==> config.mk <==
export PLATFORM = sky130hd
export DESIGN_NAME = fpu_instruction_queue_flat
export DESIGN_NICKNAME = d
export VERILOG_FILES = /design/src/rtl/fpu_instruction_queue_if.sv /design/src/rtl/fpu_instruction_queue.sv /design/src/flat_wrapper.sv
export SDC_FILE = /design/constraint.sdc
export NUM_CORES = 1
export LEC_CHECK = 0
export CORE_MARGIN = 3
export CORE_UTILIZATION = 48
export CTS_CLUSTER_SIZE = 16
export DETAILED_ROUTE_END_ITERATION = 12
export GPL_TIMING_DRIVEN = 0
export PLACE_DENSITY = 0.73
export SLEW_MARGIN = 20
export SYNTH_ARGS = -nofsm -noshare
export SYNTH_HDL_FRONTEND = slang
export SYNTH_SLANG_ARGS = --single-unit
==> constraint.sdc <==
create_clock -name clk -period 6.8 [get_ports clk]
set_input_delay 1.7 -clock clk [delete_from_list [all_inputs] [get_ports clk]]
set_output_delay 1.7 -clock clk [all_outputs]
set_load 0.005 [all_outputs]
==> src/rtl/fpu_instruction_queue_if.sv <==
// CPU-byte / decoder-word handshake bundle for the FPU instruction queue.
interface fpu_instruction_queue_if #(
   parameter int unsigned DEPTH = 4
);
   localparam int unsigned CNT_W = $clog2(DEPTH) + 1;

   logic             flush;
   logic [7:0]       byte_in;
   logic             byte_valid;
   logic             byte_ready;
   logic [15:0]      instruction;
   logic             decode;
   logic             instr_ack;
   logic [CNT_W-1:0] count;
   logic             full;

   // Environment side: CPU byte source and decoder consumer
   modport master (
      output flush, byte_in, byte_valid, instr_ack,
      input  byte_ready, instruction, decode, count, full
   );

   // Queue side
   modport slave (
      input  flush, byte_in, byte_valid, instr_ack,
      output byte_ready, instruction, decode, count, full
   );
endinterface

==> src/rtl/fpu_instruction_queue.sv <==
// Pairs ESC opcode bytes with their ModRM and buffers the 16-bit words
// in a first-word-fall-through FIFO for the FPU decoder.
module fpu_instruction_queue #(
   parameter int unsigned DEPTH = 4
) (
   input  logic                    clk,
   input  logic                    reset,
   fpu_instruction_queue_if.slave  q
);
   localparam int unsigned PTR_W = $clog2(DEPTH);
   localparam int unsigned CNT_W = PTR_W + 1;

   typedef enum logic [1:0] {
      IDLE       = 2'd0,
      WAIT_MODRM = 2'd1,
      HOLD       = 2'd2
   } state_t;

   state_t            state_q;
   state_t            state_d;
   logic [7:0]        opcode_q;
   logic [7:0]        modrm_q;
   logic [15:0]       mem [DEPTH];
   logic [PTR_W-1:0]  wr_ptr;
   logic [PTR_W-1:0]  rd_ptr;
   logic [CNT_W-1:0]  cnt;

   logic              clear;
   logic              is_full;
   logic              is_empty;
   logic              pop;
   logic              write_ok;
   logic              accept;
   logic              is_esc;
   logic              push;
   logic [15:0]       push_word;
   logic              byte_rdy;

   assign clear     = reset || q.flush;
   assign is_full   = (cnt == CNT_W'(DEPTH));
   assign is_empty  = (cnt == '0);
   assign pop       = q.instr_ack && !is_empty;
   // A same-cycle pop frees the slot the push needs
   assign write_ok  = !is_full || pop;
   assign accept    = q.byte_valid && byte_rdy;
   assign is_esc    = (q.byte_in[7:3] == 5'b11011);
   assign push      = ((state_q == WAIT_MODRM) && accept && write_ok) ||
                      ((state_q == HOLD) && write_ok);
   assign push_word = (state_q == HOLD) ? {opcode_q, modrm_q} : {opcode_q, q.byte_in};

   // Assembler state register; flush and reset both return to IDLE
   always_ff @(posedge clk) begin
      if (clear) state_q <= IDLE;
      else       state_q <= state_d;
   end

   // Assembler next-state logic
   always_comb begin
      state_d = state_q;
      case (state_q)
         IDLE:       if (accept && is_esc) state_d = WAIT_MODRM;
         WAIT_MODRM: if (accept)           state_d = write_ok ? IDLE : HOLD;
         HOLD:       if (write_ok)         state_d = IDLE;
         default:                          state_d = IDLE;
      endcase
   end

   // Assembler outputs: bytes are refused only while a word is parked
   always_comb begin
      byte_rdy = 1'b1;
      if (state_q == HOLD) byte_rdy = 1'b0;
   end

   // Opcode / ModRM latches
   always_ff @(posedge clk) begin
      if (clear) begin
         opcode_q <= '0;
         modrm_q  <= '0;
      end else begin
         if ((state_q == IDLE) && accept && is_esc)             opcode_q <= q.byte_in;
         if ((state_q == WAIT_MODRM) && accept && !write_ok)    modrm_q  <= q.byte_in;
      end
   end

   // FIFO pointers and occupancy
   always_ff @(posedge clk) begin
      if (clear) begin
         wr_ptr <= '0;
         rd_ptr <= '0;
         cnt    <= '0;
      end else begin
         if (push) wr_ptr <= wr_ptr + PTR_W'(1);
         if (pop)  rd_ptr <= rd_ptr + PTR_W'(1);
         if (push && !pop)      cnt <= cnt + CNT_W'(1);
         else if (pop && !push) cnt <= cnt - CNT_W'(1);
      end
   end

   // FIFO storage; contents are don't-care until written
   always_ff @(posedge clk) begin
      if (!clear && push) mem[wr_ptr] <= push_word;
   end

   assign q.byte_ready  = byte_rdy;
   assign q.decode      = !is_empty;
   assign q.instruction = is_empty ? 16'h0000 : mem[rd_ptr];
   assign q.count       = cnt;
   assign q.full        = is_full;
endmodule

==> src/flat_wrapper.sv <==
// flat-port wrapper written by rule: the top's interface ports become plain ports
module fpu_instruction_queue_flat 
#(
   parameter int unsigned DEPTH = 4
)
  (clk, reset, q_flush, q_byte_in, q_byte_valid, q_instr_ack, q_byte_ready, q_instruction, q_decode, q_count, q_full);
  fpu_instruction_queue_if #(.DEPTH(DEPTH)) q_i ();
  input  logic clk;
  input  logic reset;
  input wire logic [$bits(q_i.flush)-1:0] q_flush;
  input wire logic [$bits(q_i.byte_in)-1:0] q_byte_in;
  input wire logic [$bits(q_i.byte_valid)-1:0] q_byte_valid;
  input wire logic [$bits(q_i.instr_ack)-1:0] q_instr_ack;
  output wire logic [$bits(q_i.byte_ready)-1:0] q_byte_ready;
  output wire logic [$bits(q_i.instruction)-1:0] q_instruction;
  output wire logic [$bits(q_i.decode)-1:0] q_decode;
  output wire logic [$bits(q_i.count)-1:0] q_count;
  output wire logic [$bits(q_i.full)-1:0] q_full;
  assign q_i.flush = q_flush;
  assign q_i.byte_in = q_byte_in;
  assign q_i.byte_valid = q_byte_valid;
  assign q_i.instr_ack = q_instr_ack;
  assign q_byte_ready = q_i.byte_ready;
  assign q_instruction = q_i.instruction;
  assign q_decode = q_i.decode;
  assign q_count = q_i.count;
  assign q_full = q_i.full;
  fpu_instruction_queue #(.DEPTH(DEPTH)) u_core (.clk(clk), .reset(reset), .q(q_i));
endmodule
==> results.py, run 1 <==
metrics = {
    "detailed_routing": {
        "wirelength_um": 6430,
        "drc": 0,
        "viasPerCell": 5.34,
        "ant_nets": 0,
        "drt_iter0_drc": 130,
        "wl_per_cell_um": 16.0,
        "via_count": 2146,
        "drt_first_pass_iters": 4,
    },
    "layout": {
        "synthToLayoutAreaGrowth_pct": 18.1,
        "final_nets": 317,
        "layout-drive-gt1-share_pct": 14.2,
        "stdcell_count": 402,
        "antenna_cells": 0,
        "postLayoutCoreUtil_pct": 59.7,
    },
    "floorplan": {
        "coreArea_mm2": 0.00737,
        "top_level_ports": 35,
        "die_x_um": 94.1,
        "die_h_um": 94.1,
        "fp-row-count": 31,
        "start_util_pct": 50.5,
        "die_area_mm2": 0.00885,
    },
    "pwr": {
        "p_leak_nw": 1.46,
        "ir_drop_uv": 106,
        "power_density_mw_per_mm2": 225,
    },
    "timing": {
        "max_freq_mhz": 235,
        "slew_viol_final": 0,
        "worst_slack_ps": 2550,
        "fin_hold_ws_ps": 479,
        "period_needed_ps": 4250,
        "clock_skew_ps": 5.29,
        "worst_pin_slew_ps": 888,
        "grt_setup_unrepaired": "no",
        "hold_viol_final": 0,
        "tns_ps": 0,
        "fin_crit_sh_pct": 62.5,
        "setup_viol": 0,
        "max-slew-margin-rel_pct": 40.4,
    },
    "critical_path": {
        "cp_max_fo": 10,
        "critPathLaunchType": "register",
        "critPathMaxStageDelay_ps": 710,
        "crit_type": "register to output port",
        "cp.required_ps": 5100,
        "crit_path_top_delay_cell": "nor3_1",
        "crit_arrival_ps": 2550,
        "crit_chain": "buf_6, nor3_1, clkbuf_1, nor2b_1, clkdlybuf4s50_1",
        "crit_path_end_kind": "output port",
        "reg2reg_setup_slack_ps": 4380,
    },
    "yosys": {
        "ys_seq_elements": 91,
        "yosys.area.top_type": "edfxtp_1",
        "synth_area_per_cell_um2": 14.7,
        "ys_types": 42,
        "yosysTopAreaCellShare_pct": 51.6,
        "synth.most_common_cell": "edfxtp_1",
        "yosysWarningCount": 0,
        "syn_area_mm2": 0.00372,
        "synth_area_leaders": "edfxtp_1 52%, dfxtp_1 15%, mux4_2 9.7%, nand2_1 2.7%, nor2b_1 2.2%",
        "syn_nets": 272,
        "postSynth.asyncResetShare_pct": 0,
        "synth_top_flop_cell": "edfxtp_1",
        "synthTopCellsByCount": "64 x edfxtp_1, 27 x dfxtp_1, 27 x nand2_1",
        "synth_edf_count": 64,
        "synthCells": 253,
        "synth-seq-area-share_pct": 66.1,
    },
    "global_route": {
        "grt_pass1_wl_um": 10400,
        "track_usage_pct": 15.9,
        "grt_overflow": 0,
        "antenna_found_initial": 0,
        "grt_max_degree": 17,
        "first_global_vias": 2076,
    },
    "clock_tree": {
        "cts.path.max_buffers": 2,
        "cts_tree": "done",
        "post-cts-setup-buffer-count": 0,
        "cts_resized": 0,
        "clock_latency_ps": 340,
        "postCtsHoldBufs": 0,
        "numClockSinks": 91,
        "cts_root_buffer": "clkbuf_8",
        "cts_buffers": 9,
        "cts.clk_slew.worst_paths_ps": 80,
        "h-tree-depth": 3,
    },
    "placed_design": {
        "hpwl_um": 4410,
        "place_inst": 386,
        "port_buffers": 34,
        "routabilityCongestion": 0.842,
        "preCtsSetupSlack_ps": 2600,
    },
    "job": {
        "drv_cap": 0,
    },
    "min_path": {
        "holdCritPathClass": "register to register",
    },
    "run_status": {
        "status": "finished clean",
    },
}
## path summary, 6_finish.rpt
check | cells after the start | from | endpoint
setup / recovery | 5 | u_core.q.count[0]$_SDFFE_PP0P_ | q_instruction[14]
hold / removal | 2 | u_core.opcode_q[5]$_SDFFE_PP0P_ | u_core.opcode_q[5]$_SDFFE_PP0P_
setup reg to reg | 10 | u_core.state_q[1]$_SDFFE_PP0P_ | u_core.q.count[2]$_SDFFE_PP0P_
hold reg to reg | 2 | u_core.opcode_q[5]$_SDFFE_PP0P_ | u_core.opcode_q[5]$_SDFFE_PP0P_
## kinds of logic after synthesis
kind of cell / Yosys count / share of synthesized area (%)
flops: 91 / 66.1
fa+ha+maj: 6 / 2.22
xor+xnor: 4 / 0.941
mux: 18 / 10.2
buf+inv: 18 / 2.55
compound gates: 36 / 5.98
simple gates: 80 / 12.0
## per-layer routing
layer	vias up	routed length (um)	share of wire, %	global-route usage (%)
met5	-	0	0	0
met4	0	73	1.1	5.66
met3	7	242	3.8	4.65
met2	51	3250	51	25.7
met1	1054	2860	45	20.4
li1	1034	-	-	-
## flip-flops by register name, indices dropped and copies added, names as in the netlist, named ones only
signal           cells
u_core.state_q       2
u_core.wr_ptr        2
u_core.opcode_q      8
u_core.q.count       3
u_core.rd_ptr        2
u_core.modrm_q       8
u_core.mem          64
## per-stage QoR
stage          cell area [um^2]  power (mW)
3_3_place_gp               4190       0.624
3_5_place_dp               4190       0.624
4_1_cts                    4400       0.995
2_1_floorplan              3720       0.610
6_report                   4400       0.991
5_1_grt                    4400        1.02
## power breakdown
group	internal [mW]	leakage, nW	total (mW)	switching [mW]
Sequential	0.588	0.806	0.589	0.000348
Clock	0.206	0.103	0.380	0.174
Combinational	0.0104	0.550	0.0228	0.0124
Total	0.805	1.46	0.991	0.186
## critical path: cells and delay by family (launching register included)
family	cells	cell delay, ps
buffers and inverters	3	1040
flip-flops	1	360
AND/OR/NAND/NOR	2	800
## placed cells by master (no fill, tap or decap), types with 7 or more instances in the layout
| master | count |
|---|---|
| mux4_2 | 16 |
| clkbuf_8 | 9 |
| edfxtp_1 | 64 |
| o21ai_1 | 7 |
| nand3_1 | 11 |
| nor2_1 | 8 |
| nand2_1 | 27 |
| dfxtp_1 | 27 |
| nor2b_1 | 13 |
| a21oi_1 | 12 |
| clkdlybuf4s50_1 | 34 |
## final cells by class
cell class / count / area, um^2
Inverter: 5 / 18.8
Clock buffer: 11 / 131
Tap cell: 99 / 124
Fill cell: 565 / 2970
Multi-Input combinational cell: 144 / 1170
Buffer: 13 / 76.3
Timing Repair Buffer: 34 / 340
Clock inverter: 5 / 77.6
Sequential cell: 91 / 2460
Power figures use the tool's default switching activity.
==> inputs of run 2 (changes only) <==
==> constraint.sdc (replaced) <==
create_clock -name clk -period 4 [get_ports clk]
set_input_delay 1 -clock clk [delete_from_list [all_inputs] [get_ports clk]]
set_output_delay 1 -clock clk [all_outputs]
set_load 0.005 [all_outputs]
==> results of run 2 <==
Same layout as run 1 (identical final DEF). Status: finished clean.
Main changes from that run: setup slack after placement 2600 ps -> 500 ps; setup slack after layout 2550 ps -> 448 ps; register-to-register setup slack 4380 ps -> 1580 ps; total power 0.991 mW -> 1.68 mW; worst IR drop on VDD 106 uV -> 180 uV
==> inputs of run 3 (changes only) <==
--- a/config.mk
+++ b/config.mk
@@ -7,6 +7,7 @@
 export LEC_CHECK = 0
 export CORE_MARGIN = 3
 export CORE_UTILIZATION = 48
+export CTS_BUF_LIST = sky130_fd_sc_hd__clkbuf_4 sky130_fd_sc_hd__clkbuf_8 sky130_fd_sc_hd__clkbuf_16
 export CTS_CLUSTER_SIZE = 16
 export DETAILED_ROUTE_END_ITERATION = 12
 export GPL_TIMING_DRIVEN = 0
==> results.py, run 3 (same netlist as run 1, synthesis figures left out) <==
metrics = {
    "placed_design": {
        "hpwl_um": 4410,
        "place_inst": 386,
        "routabilityCongestion": 0.842,
        "port_buffers": 34,
    },
    "global_route": {
        "grt_overflow": 0,
        "grt_max_degree": 17,
        "antenna_found_initial": 0,
        "first_global_vias": 2078,
        "grt_pass1_wl_um": 10400,
        "track_usage_pct": 15.9,
    },
    "floorplan": {
        "coreArea_mm2": 0.00737,
        "start_util_pct": 50.5,
        "fp-row-count": 31,
        "die_x_um": 94.1,
        "top_level_ports": 35,
        "die_h_um": 94.1,
        "die_area_mm2": 0.00885,
    },
    "detailed_routing": {
        "drt_first_pass_iters": 4,
        "ant_nets": 0,
        "viasPerCell": 5.32,
        "wl_per_cell_um": 16.0,
        "drc": 0,
        "wirelength_um": 6440,
        "drt_iter0_drc": 111,
        "via_count": 2138,
    },
    "critical_path": {
        "crit_path_end_kind": "output port",
        "crit_arrival_ps": 2550,
        "critPathMaxStageDelay_ps": 720,
        "crit_cells": 5,
        "critPathLaunchType": "register",
        "crit_chain": "buf_6, nor3_1, clkbuf_1, nor2b_1, clkdlybuf4s50_1",
        "cp_top_family": "buffers and inverters",
        "crit_path_top_delay_cell": "nor3_1",
        "reg2reg_depth": 10,
        "cp.required_ps": 3000,
        "crit_type": "register to output port",
        "cp_max_fo": 10,
        "critPathBufInv": 3,
        "reg2reg_setup_slack_ps": 1590,
    },
    "layout": {
        "antenna_cells": 0,
        "area.sequential_mm2": 0.00246,
        "layout_common_cells": "64 x edfxtp_1, 34 x clkdlybuf4s50_1, 27 x nand2_1, 27 x dfxtp_1, 16 x mux4_2",
        "final_nets": 317,
        "synthToLayoutAreaGrowth_pct": 18.3,
        "n_fill_cell": 564,
        "multiInputGateArea_mm2": 0.00117,
        "top_regs": "u_core.mem (64), u_core.modrm_q (8), u_core.opcode_q (8)",
        "regMostFlops": "u_core.mem",
        "final_common_cell": "edfxtp_1",
        "stdcell_count": 402,
        "largest_reg_flops": 64,
        "layout-drive-gt1-share_pct": 14.9,
        "postLayoutCoreUtil_pct": 59.8,
    },
    "pwr": {
        "ir_drop_uv": 190,
        "p_leak_nw": 1.47,
        "power_density_mw_per_mm2": 385,
    },
    "timing": {
        "clock_skew_ps": 5.14,
        "tns_ps": 0,
        "max-slew-margin-rel_pct": 40.1,
        "period_needed_ps": 3550,
        "slew_viol_final": 0,
        "grt_setup_unrepaired": "no",
        "hold_viol_final": 0,
        "fin_crit_sh_pct": 88.9,
        "max_freq_mhz": 281,
        "setup_viol": 0,
        "worst_pin_slew_ps": 892,
    },
    "job": {
        "drv_cap": 0,
    },
    "clock_tree": {
        "cts_resized": 0,
        "clock_latency_ps": 340,
        "numClockSinks": 91,
        "cts_buffers": 9,
        "cts.clk_slew.worst_paths_ps": 80,
        "cts_tree": "done",
        "postCtsHoldBufs": 0,
        "post-cts-setup-buffer-count": 0,
        "cts.path.max_buffers": 2,
        "h-tree-depth": 3,
        "cts_root_buffer": "clkbuf_8",
    },
    "min_path": {
        "min_path_cells": 2,
        "holdCritPathClass": "register to register",
    },
    "run_status": {
        "status": "finished clean",
    },
}
run 3: cell types whose count changed in the layout (fill, tap and decap cells not counted):
cell,previous run,this run
clkbuf_4,0,2
clkbuf_1,6,4
run 3: layout make-up:
cell class,instances,area share [%]
Clock buffer,11,3.15
Inverter,5,0.426
Multi-Input combinational cell,144,26.5
Buffer,13,1.73
Clock inverter,5,1.76
Timing Repair Buffer,34,7.73
Sequential cell,91,55.9
Tap cell,99,2.81
run 3: layer usage:
| metal | global-route usage, % | routed length, um |
|---|---|---|
| met5 | 0 | 0 |
| met4 | 5.29 | 72 |
| met3 | 4.89 | 250 |
| met2 | 25.7 | 3240 |
| met1 | 20.4 | 2870 |
run 3: path summary, 6_finish.rpt:
check	startpoint	endpoint
max reg2reg	u_core.state_q[1]$_SDFFE_PP0P_	u_core.q.count[2]$_SDFFE_PP0P_
max	u_core.q.count[0]$_SDFFE_PP0P_	q_instruction[14]
min	u_core.opcode_q[5]$_SDFFE_PP0P_	u_core.opcode_q[5]$_SDFFE_PP0P_
min reg2reg	u_core.opcode_q[5]$_SDFFE_PP0P_	u_core.opcode_q[5]$_SDFFE_PP0P_
run 3: worst register-to-register path: cells and delay by family, from the launching register on:
family	cells	cell delay, ps
AO/OA/AOI/OAI	2	370
XOR/XNOR	1	160
adder cells (fa/ha/maj)	2	600
buffers and inverters	3	390
flip-flops	1	400
AND/OR/NAND/NOR	2	440
run 3: power by group:
group          total [mW]  switching, mW  internal [mW]  leakage [nW]
Clock               0.659          0.295          0.364         0.110
Sequential           1.00       0.000593           1.00         0.806
Combinational      0.0386         0.0210         0.0176         0.550
run 3: per-stage QoR:
step | worst slack [ps] | hold slack, ps | power, mW | area, um^2
floorplan | 1310 | 437 | 1.04 | 3720
global placement | 495 | 450 | 1.06 | 4190
detailed placement | 500 | 465 | 1.06 | 4190
CTS | 356 | 479 | 1.70 | 4400
global route | 148 | 502 | 1.76 | 4400
finish | 445 | 477 | 1.70 | 4400
